**config.mk**
```make
export PLATFORM = sky130hd
export DESIGN_NAME = time_setter_flat
export DESIGN_NICKNAME = d
export VERILOG_FILES = /design/src/rtl/time_pkg.sv /design/src/rtl/time_setter_if.sv /design/src/rtl/bcd_pair_step.sv /design/src/rtl/time_setter.sv /design/src/flat_wrapper.sv
export SDC_FILE = /design/constraint.sdc
export NUM_CORES = 1
export LEC_CHECK = 0
export ABC_AREA = 0
export BUFFER_PORTS_ARGS = -buffer_cell sky130_fd_sc_hd__buf_4
export CAP_MARGIN = 10
export CELL_PAD_IN_SITES_DETAIL_PLACEMENT = 0
export CELL_PAD_IN_SITES_GLOBAL_PLACEMENT = 1
export CORE_MARGIN = 8
export CORE_UTILIZATION = 30
export CTS_BUF_LIST = sky130_fd_sc_hd__clkbuf_8
export CTS_CLUSTER_SIZE = 20
export DETAILED_ROUTE_END_ITERATION = 12
export PLACE_DENSITY = 0.6
export SLEW_MARGIN = 20
export SYNTH_ARGS = -nofsm -noshare
export SYNTH_HDL_FRONTEND = slang
export SYNTH_SLANG_ARGS = --single-unit
```
**constraint.sdc**
```tcl
create_clock -name sys_clk -period 2.8 [get_ports sys_clk]
set_clock_uncertainty 0.2 [all_clocks]
set_input_delay 0.14 -clock sys_clk [delete_from_list [all_inputs] [get_ports sys_clk]]
set_output_delay 0.14 -clock sys_clk [all_outputs]
set_load 0.02 [all_outputs]
```
**src/rtl/time_pkg.sv**
```systemverilog
// Shared encodings and field limits for the time-setting path.
package time_pkg;

    typedef logic [2:0] state_t;
    localparam state_t ST_RUN    = 3'd0;
    localparam state_t ST_SET_H  = 3'd1;
    localparam state_t ST_SET_M  = 3'd2;
    localparam state_t ST_SET_S  = 3'd3;
    localparam state_t ST_COMMIT = 3'd4;

    typedef logic [1:0] field_t;
    localparam field_t FIELD_NONE    = 2'd0;
    localparam field_t FIELD_HOURS   = 2'd1;
    localparam field_t FIELD_MINUTES = 2'd2;
    localparam field_t FIELD_SECONDS = 2'd3;

    localparam int unsigned HOURS_MAX = 23;
    localparam int unsigned MIN_MAX   = 59;
    localparam int unsigned SEC_MAX   = 59;

    function automatic logic [3:0] bcd_tens(input int unsigned v);
        return 4'((v / 10) % 10);
    endfunction

    function automatic logic [3:0] bcd_ones(input int unsigned v);
        return 4'(v % 10);
    endfunction

endpackage

```
**src/rtl/time_setter_if.sv**
```systemverilog
// Button, live-time and edited-time signals between time_setter and its neighbours.
interface time_setter_if #(
    parameter int unsigned DIGIT_W = 5
);
    logic               btn_mode;
    logic               btn_inc;
    logic               btn_dec;
    logic [DIGIT_W-1:0] cur_hours_tens;
    logic [DIGIT_W-1:0] cur_hours_ones;
    logic [DIGIT_W-1:0] cur_minutes_tens;
    logic [DIGIT_W-1:0] cur_minutes_ones;
    logic [DIGIT_W-1:0] cur_seconds_tens;
    logic [DIGIT_W-1:0] cur_seconds_ones;
    logic [DIGIT_W-1:0] set_hours_tens;
    logic [DIGIT_W-1:0] set_hours_ones;
    logic [DIGIT_W-1:0] set_minutes_tens;
    logic [DIGIT_W-1:0] set_minutes_ones;
    logic [DIGIT_W-1:0] set_seconds_tens;
    logic [DIGIT_W-1:0] set_seconds_ones;
    logic               load_strobe;
    logic               set_active;
    logic [1:0]         field_sel;

    modport master (
        input  btn_mode, btn_inc, btn_dec,
        input  cur_hours_tens, cur_hours_ones, cur_minutes_tens,
        input  cur_minutes_ones, cur_seconds_tens, cur_seconds_ones,
        output set_hours_tens, set_hours_ones, set_minutes_tens,
        output set_minutes_ones, set_seconds_tens, set_seconds_ones,
        output load_strobe, set_active, field_sel
    );

    modport slave (
        output btn_mode, btn_inc, btn_dec,
        output cur_hours_tens, cur_hours_ones, cur_minutes_tens,
        output cur_minutes_ones, cur_seconds_tens, cur_seconds_ones,
        input  set_hours_tens, set_hours_ones, set_minutes_tens,
        input  set_minutes_ones, set_seconds_tens, set_seconds_ones,
        input  load_strobe, set_active, field_sel
    );

endinterface

```
**src/rtl/bcd_pair_step.sv**
```systemverilog
// Steps a two-digit BCD value by +/-1 with wrap between 0 and a field maximum.
module bcd_pair_step (
    input  logic [3:0] tens,
    input  logic [3:0] ones,
    input  logic [3:0] max_tens,
    input  logic [3:0] max_ones,
    input  logic       inc,
    input  logic       dec,
    output logic [3:0] next_tens,
    output logic [3:0] next_ones
);
    logic at_or_above_max;
    logic above_max;

    assign at_or_above_max = (tens > max_tens) || ((tens == max_tens) && (ones >= max_ones));
    assign above_max       = (tens > max_tens) || ((tens == max_tens) && (ones > max_ones));

    always_comb begin
        next_tens = tens;
        next_ones = ones;
        if (inc && !dec) begin
            if (at_or_above_max) begin
                next_tens = 4'd0;
                next_ones = 4'd0;
            end else if (ones >= 4'd9) begin
                next_tens = tens + 4'd1;
                next_ones = 4'd0;
            end else begin
                next_ones = ones + 4'd1;
            end
        end else if (dec && !inc) begin
            // Out-of-range captured values snap to the maximum on decrement.
            if (above_max || ((tens == 4'd0) && (ones == 4'd0))) begin
                next_tens = max_tens;
                next_ones = max_ones;
            end else if (ones == 4'd0) begin
                next_tens = tens - 4'd1;
                next_ones = 4'd9;
            end else begin
                next_ones = ones - 4'd1;
            end
        end
    end

endmodule

```
**src/rtl/time_setter.sv**
```systemverilog
// Button-driven editor: captures live time, edits h/m/s in turn, emits a load strobe.
module time_setter
    import time_pkg::*;
#(
    parameter int unsigned DIGIT_W        = 5,
    parameter int unsigned TIMEOUT_CYCLES = 32'd1_000_000_000,
    parameter int unsigned TO_W           = 32
) (
    input logic           sys_clk,
    input logic           rst,
    time_setter_if.master bus
);
    state_t          state_q, state_d;
    logic [2:0]      btn_prev_q, btn_pulse_q;
    logic [TO_W-1:0] to_cnt_q, to_cnt_d;
    logic [3:0]      ht_q, ho_q, mt_q, mo_q, st_q, so_q;
    logic [3:0]      ht_d, ho_d, mt_d, mo_d, st_d, so_d;
    logic [3:0]      ht_step, ho_step, mt_step, mo_step, st_step, so_step;
    logic            load_strobe_q, set_active_q;
    field_t          field_sel_q, field_sel_d;
    logic            mode_p, inc_p, dec_p;

    function automatic logic [3:0] clamp_digit(input logic [DIGIT_W-1:0] d);
        if (d > DIGIT_W'(9)) return 4'd9;
        return d[3:0];
    endfunction

    assign mode_p = btn_pulse_q[2];
    assign inc_p  = btn_pulse_q[1];
    assign dec_p  = btn_pulse_q[0];

    bcd_pair_step u_hours_step (
        .tens(ht_q), .ones(ho_q), .max_tens(bcd_tens(HOURS_MAX)), .max_ones(bcd_ones(HOURS_MAX)),
        .inc(inc_p), .dec(dec_p), .next_tens(ht_step), .next_ones(ho_step)
    );
    bcd_pair_step u_minutes_step (
        .tens(mt_q), .ones(mo_q), .max_tens(bcd_tens(MIN_MAX)), .max_ones(bcd_ones(MIN_MAX)),
        .inc(inc_p), .dec(dec_p), .next_tens(mt_step), .next_ones(mo_step)
    );
    bcd_pair_step u_seconds_step (
        .tens(st_q), .ones(so_q), .max_tens(bcd_tens(SEC_MAX)), .max_ones(bcd_ones(SEC_MAX)),
        .inc(inc_p), .dec(dec_p), .next_tens(st_step), .next_ones(so_step)
    );

    always_comb begin
        state_d  = state_q;
        to_cnt_d = to_cnt_q;
        {ht_d, ho_d, mt_d, mo_d, st_d, so_d} = {ht_q, ho_q, mt_q, mo_q, st_q, so_q};
        case (state_q)
            ST_RUN: begin
                if (mode_p) begin
                    ht_d    = clamp_digit(bus.cur_hours_tens);
                    ho_d    = clamp_digit(bus.cur_hours_ones);
                    mt_d    = clamp_digit(bus.cur_minutes_tens);
                    mo_d    = clamp_digit(bus.cur_minutes_ones);
                    st_d    = clamp_digit(bus.cur_seconds_tens);
                    so_d    = clamp_digit(bus.cur_seconds_ones);
                    state_d = ST_SET_H;
                end
            end
            ST_SET_H: begin
                if (mode_p) state_d = ST_SET_M;
                else {ht_d, ho_d} = {ht_step, ho_step};
            end
            ST_SET_M: begin
                if (mode_p) state_d = ST_SET_S;
                else {mt_d, mo_d} = {mt_step, mo_step};
            end
            ST_SET_S: begin
                if (mode_p) state_d = ST_COMMIT;
                else {st_d, so_d} = {st_step, so_step};
            end
            default: state_d = ST_RUN;
        endcase

        // Idle timeout: any pulse restarts the count; expiry abandons the edit.
        if (state_q inside {ST_SET_H, ST_SET_M, ST_SET_S}) begin
            if (|btn_pulse_q) begin
                to_cnt_d = '0;
            end else if (to_cnt_q == TO_W'(TIMEOUT_CYCLES - 1)) begin
                state_d  = ST_RUN;
                to_cnt_d = '0;
            end else begin
                to_cnt_d = to_cnt_q + 1'b1;
            end
        end else begin
            to_cnt_d = '0;
        end

        case (state_d)
            ST_SET_H: field_sel_d = FIELD_HOURS;
            ST_SET_M: field_sel_d = FIELD_MINUTES;
            ST_SET_S: field_sel_d = FIELD_SECONDS;
            default:  field_sel_d = FIELD_NONE;
        endcase
    end

    always_ff @(posedge sys_clk or negedge rst) begin
        if (!rst) begin
            state_q       <= ST_RUN;
            btn_prev_q    <= '0;
            btn_pulse_q   <= '0;
            to_cnt_q      <= '0;
            {ht_q, ho_q, mt_q, mo_q, st_q, so_q} <= '0;
            load_strobe_q <= 1'b0;
            set_active_q  <= 1'b0;
            field_sel_q   <= FIELD_NONE;
        end else begin
            btn_prev_q    <= {bus.btn_mode, bus.btn_inc, bus.btn_dec};
            btn_pulse_q   <= {bus.btn_mode, bus.btn_inc, bus.btn_dec} & ~btn_prev_q;
            state_q       <= state_d;
            to_cnt_q      <= to_cnt_d;
            {ht_q, ho_q, mt_q, mo_q, st_q, so_q} <= {ht_d, ho_d, mt_d, mo_d, st_d, so_d};
            load_strobe_q <= (state_d == ST_COMMIT);
            set_active_q  <= (state_d != ST_RUN);
            field_sel_q   <= field_sel_d;
        end
    end

    assign bus.set_hours_tens   = DIGIT_W'(ht_q);
    assign bus.set_hours_ones   = DIGIT_W'(ho_q);
    assign bus.set_minutes_tens = DIGIT_W'(mt_q);
    assign bus.set_minutes_ones = DIGIT_W'(mo_q);
    assign bus.set_seconds_tens = DIGIT_W'(st_q);
    assign bus.set_seconds_ones = DIGIT_W'(so_q);
    assign bus.load_strobe      = load_strobe_q;
    assign bus.set_active       = set_active_q;
    assign bus.field_sel        = field_sel_q;

endmodule

```
**src/flat_wrapper.sv**
```systemverilog
// flat-port wrapper written by rule: the top's interface ports become plain ports
module time_setter_flat import time_pkg::*;
#(
    parameter int unsigned DIGIT_W        = 5,
    parameter int unsigned TIMEOUT_CYCLES = 32'd1_000_000_000,
    parameter int unsigned TO_W           = 32
)
  (sys_clk, rst, bus_btn_mode, bus_btn_inc, bus_btn_dec, bus_cur_hours_tens, bus_cur_hours_ones, bus_cur_minutes_tens, bus_cur_minutes_ones, bus_cur_seconds_tens, bus_cur_seconds_ones, bus_set_hours_tens, bus_set_hours_ones, bus_set_minutes_tens, bus_set_minutes_ones, bus_set_seconds_tens, bus_set_seconds_ones, bus_load_strobe, bus_set_active, bus_field_sel);
  time_setter_if #(.DIGIT_W(DIGIT_W)) bus_i ();
  input logic sys_clk;
  input logic rst;
  input wire logic [$bits(bus_i.btn_mode)-1:0] bus_btn_mode;
  input wire logic [$bits(bus_i.btn_inc)-1:0] bus_btn_inc;
  input wire logic [$bits(bus_i.btn_dec)-1:0] bus_btn_dec;
  input wire logic [$bits(bus_i.cur_hours_tens)-1:0] bus_cur_hours_tens;
  input wire logic [$bits(bus_i.cur_hours_ones)-1:0] bus_cur_hours_ones;
  input wire logic [$bits(bus_i.cur_minutes_tens)-1:0] bus_cur_minutes_tens;
  input wire logic [$bits(bus_i.cur_minutes_ones)-1:0] bus_cur_minutes_ones;
  input wire logic [$bits(bus_i.cur_seconds_tens)-1:0] bus_cur_seconds_tens;
  input wire logic [$bits(bus_i.cur_seconds_ones)-1:0] bus_cur_seconds_ones;
  output wire logic [$bits(bus_i.set_hours_tens)-1:0] bus_set_hours_tens;
  output wire logic [$bits(bus_i.set_hours_ones)-1:0] bus_set_hours_ones;
  output wire logic [$bits(bus_i.set_minutes_tens)-1:0] bus_set_minutes_tens;
  output wire logic [$bits(bus_i.set_minutes_ones)-1:0] bus_set_minutes_ones;
  output wire logic [$bits(bus_i.set_seconds_tens)-1:0] bus_set_seconds_tens;
  output wire logic [$bits(bus_i.set_seconds_ones)-1:0] bus_set_seconds_ones;
  output wire logic [$bits(bus_i.load_strobe)-1:0] bus_load_strobe;
  output wire logic [$bits(bus_i.set_active)-1:0] bus_set_active;
  output wire logic [$bits(bus_i.field_sel)-1:0] bus_field_sel;
  assign bus_i.btn_mode = bus_btn_mode;
  assign bus_i.btn_inc = bus_btn_inc;
  assign bus_i.btn_dec = bus_btn_dec;
  assign bus_i.cur_hours_tens = bus_cur_hours_tens;
  assign bus_i.cur_hours_ones = bus_cur_hours_ones;
  assign bus_i.cur_minutes_tens = bus_cur_minutes_tens;
  assign bus_i.cur_minutes_ones = bus_cur_minutes_ones;
  assign bus_i.cur_seconds_tens = bus_cur_seconds_tens;
  assign bus_i.cur_seconds_ones = bus_cur_seconds_ones;
  assign bus_set_hours_tens = bus_i.set_hours_tens;
  assign bus_set_hours_ones = bus_i.set_hours_ones;
  assign bus_set_minutes_tens = bus_i.set_minutes_tens;
  assign bus_set_minutes_ones = bus_i.set_minutes_ones;
  assign bus_set_seconds_tens = bus_i.set_seconds_tens;
  assign bus_set_seconds_ones = bus_i.set_seconds_ones;
  assign bus_load_strobe = bus_i.load_strobe;
  assign bus_set_active = bus_i.set_active;
  assign bus_field_sel = bus_i.field_sel;
  time_setter #(.DIGIT_W(DIGIT_W), .TIMEOUT_CYCLES(TIMEOUT_CYCLES), .TO_W(TO_W)) u_core (.sys_clk(sys_clk), .rst(rst), .bus(bus_i));
endmodule
```
==> flow_summary.json <==
{
  "max_stage_delay_ns": 0.46,
  "antenna_left": 0,
  "fin_setup_tns_ns": 0,
  "max_cap_violations": 0,
  "dieArea_um2": 20390,
  "path_cells": "inv_1 > ha_1 > or3b_4 > a2111oi_4 > nor2_2 > and2_4 > mux2_4",
  "drive_above_1_share_pct": 17.67,
  "r2r-start": "u_core.so_q[0]",
  "clk_pin_slew_worst_paths_ns": 0.08,
  "synth_area_leaders": "dfrtp_1, ha_1, nor2_1, xnor2_1, xor2_1",
  "cp-end-kind": "register",
  "antenna_found_initial": 0,
  "grt_overflow": 0,
  "n_fill_cell": 1603,
  "syn-cell-area_um2": 4823,
  "syn_to_final_growth_pct": 24.85,
  "initial_core_util_pct": 30.47,
  "yosysMostFrequentCell": "dfrtp_1",
  "synth-adder-area-share_pct": 6.485,
  "rows": 46,
  "ys_ff_latch": 69,
  "cts_tree": "built",
  "pwr-share-comb_pct": 51.5,
  "instances_no_fill": 861,
  "layout.nets": 700,
  "min-delay-start": "bus_cur_hours_ones[1]",
  "finalWorstSetupSlack_ns": 0.2058,
  "worst-path-buf-inv": 1,
  "dp_hpwl_um": 9827,
  "synth_edf_count": 0,
  "grt_pass1_wl_um": 22170,
  "p_sw_mw": 2.268,
  "crit_arrival_ns": 2.65,
  "synth-simple-area-share_pct": 24.36,
  "internal-power_mw": 2.735,
  "crit_family": "simple AND/OR/NAND/NOR gates",
  "power_frac_seq_pct": 31.5,
  "setup_viol": 0,
  "ys_seq_area_share_pct": 35.80,
  "final_min_period_over_clock_period_pct": 92.65,
  "syn_inst": 547,
  "place_ws_ns": 0.2247,
  "dieHeight_um": 142.8,
  "pwr-share-clk_pct": 17.0,
  "io_pins": 69,
  "critical_path_class": "register to register",
  "vias": 4351,
  "tightest_slew_ns": 0.9011,
  "htree_levels": 3,
  "critPathMaxFanout": 7,
  "die_x_um": 142.8,
  "syn_area_per_cell_um2": 8.818,
  "synth_top_area_cell": "dfrtp_1",
  "ys_warn_count": 0,
  "pwr_density_cell_nw_per_um2": 830.8,
  "drc": 0,
  "cp_slowest_cell": "dfrtp_1",
  "root_buffer": "clkbuf_8",
  "grt_pass1_vias": 4439,
  "gp_congestion": 0.8494,
  "synth_top_family_by_area": "simple AND/OR/NAND/NOR gates",
  "ir_drop_v": 0.0003975,
  "yosys-top-cells-count": "dfrtp_1, nor2_1, a21oi_1",
  "placed_cells": 821,
  "total_power_mw": 5.003,
  "wl_per_cell_um": 15.45,
  "rsz0062_at_grt": "no",
  "min_path_type": "input port to register",
  "finalHoldViolCount": 0,
  "grt_max_degree": 70,
  "drt_wl_total_um": 13310,
  "cts_num_sinks": 69,
  "synth.top_cell.area_share_pct": 35.80,
  "core-area_um2": 15830,
  "initialDrtViolationCount": 214,
  "relSlewSlack_pct": 39.93,
  "drt_pass1_iterations": 4,
  "holdWs_ns": 0.02450,
  "ys_types": 78,
  "crit_start": "u_core.so_q[0]",
  "ctsLongestPathBuffers": 2,
  "leakage_nw": 2.529,
  "cp-start-kind": "register",
  "n_antenna_cell": 0,
  "port_buffers": 62,
  "synth_mux_area_share_pct": 0.7782,
  "numCtsBuffers": 9,
  "clock_latency_ns": 0.36,
  "grt_usage_pct": 13.49,
  "synth_xor_xnor_area_share_pct": 6.537,
  "async_flop_share_pct": 100.0,
  "synth_compound_area_share_pct": 20.78,
  "switching_share_pct": 45.34,
  "finalCriticalPeriod_ns": 2.594,
  "cp.required_ns": 2.86,
  "synthFlopType": "dfrtp_1",
  "report.final.slew_viol_count": 0,
  "fmax_mhz": 385.5,
  "routed_via_density": 5.053,
  "status": "finished clean"
}
timing repair:
item / in CTS / in global routing
hold endpoints to repair: 90 / 0
endpoints found under the setup margin: 0 / 1
resized for setup: 0 / 1
buffers inserted: 0 / 0
hold buffers: 24 / 0
worst reg2reg max path: stages (launching register included):
cell and delay (ns):
dfrtp_1 0.46, inv_1 0.12, ha_1 0.24, or3b_4 0.44
a2111oi_4 0.45, nor2_2 0.10, and2_4 0.19, mux2_4 0.29
area by class of cell:
class | count | area, um2 | area share, %
multi-input cells | 429 | 2869 | 47.64
flip-flops and latches | 69 | 1727 | 28.67
repair buffers | 105 | 860.8 | 14.29
well taps | 216 | 270.3 | 4.488
clock buffers | 9 | 123.9 | 2.057
inverters | 26 | 97.59 | 1.621
clock inverters | 7 | 73.82 | 1.226
stage by stage:
step	cell area (um2)	utilization, %
2_1_floorplan	4842	-
3_3_place_gp	5580	35.26
3_5_place_dp	5580	35.26
4_1_cts	6018	38.02
5_1_grt	6022	38.05
6_report	6022	38.05
cells in the final DEF (no fill, tap or decap), types with 4 or more instances in the layout:
cell type,count
buf_4,80
dfrtp_1,69
nor2_1,68
a21oi_1,29
nand2_1,27
inv_1,26
ha_1,25
nand3_1,24
dlygate4sd3_1,24
nor3_1,19
o21ai_0,19
xnor2_1,18
xor2_1,18
nand4_1,11
o211ai_1,9
clkbuf_8,9
nor4_1,8
and3_1,8
nor3b_1,7
nand2b_1,6
a211oi_1,6
a22o_1,6
conb_1,6
nand3b_1,5
or2_2,5
or3_1,5
or3b_1,5
a31oi_1,5
nor2b_1,4
a211o_1,4
a221oi_1,4
o21bai_1,4
o21a_1,4
o2111ai_1,4
power groups by stage:
stage	clock network [mW]	logic (mW)	registers, mW
finish	0.852	2.57	1.58
global route	0.932	2.86	1.62
CTS	0.893	2.59	1.57
detailed placement	0	2.55	1.59
global placement	0	2.55	1.59
floorplan	0	1.59	1.67
per-layer routing:
layer | GRT usage [%] | part of all wire, %
met3 | 3.639 | 3.5
met1 | 15.97 | 45
met5 | 0 | 0
met4 | 4.362 | 1.8
met2 | 23.20 | 49
kinds of logic after synthesis:
logic type | after synthesis
muxes | 3
xor gates and xnor gates | 36
adders and majority gates | 25
AOI/OAI and AO/OA | 137
DFF | 69
buffers and inverters | 54
other | 1
and+or+nand+nor | 222
state kept, by name (all words and copies together) (netlist names), 2 cells and up:
signal / cells
u_core.btn_prev_q: 3
u_core.btn_pulse_q: 3
u_core.bus.field_sel: 2
u_core.ho_q: 4
u_core.ht_q: 4
u_core.mo_q: 4
u_core.mt_q: 4
u_core.so_q: 4
u_core.st_q: 4
u_core.state_q: 3
u_core.to_cnt_q: 32
worst paths after layout:
| kind | to | slack, ns | depth (start not counted) |
|---|---|---|---|
| worst max register to register | u_core.st_q[1] | 0.21 | 7 |
| worst min register to register | u_core.btn_pulse_q[2] | 0.20 | 1 |
| min in group asynchronous | u_core.ho_q[0] | 0.24 | 2 |
| worst min-delay path | u_core.ho_q[1] | 0.02 | 3 |
| max in group asynchronous | u_core.to_cnt_q[3] | 1.56 | 2 |
| worst max-delay path | u_core.st_q[1] | 0.21 | 7 |
(Power assumes the default switching activity.)
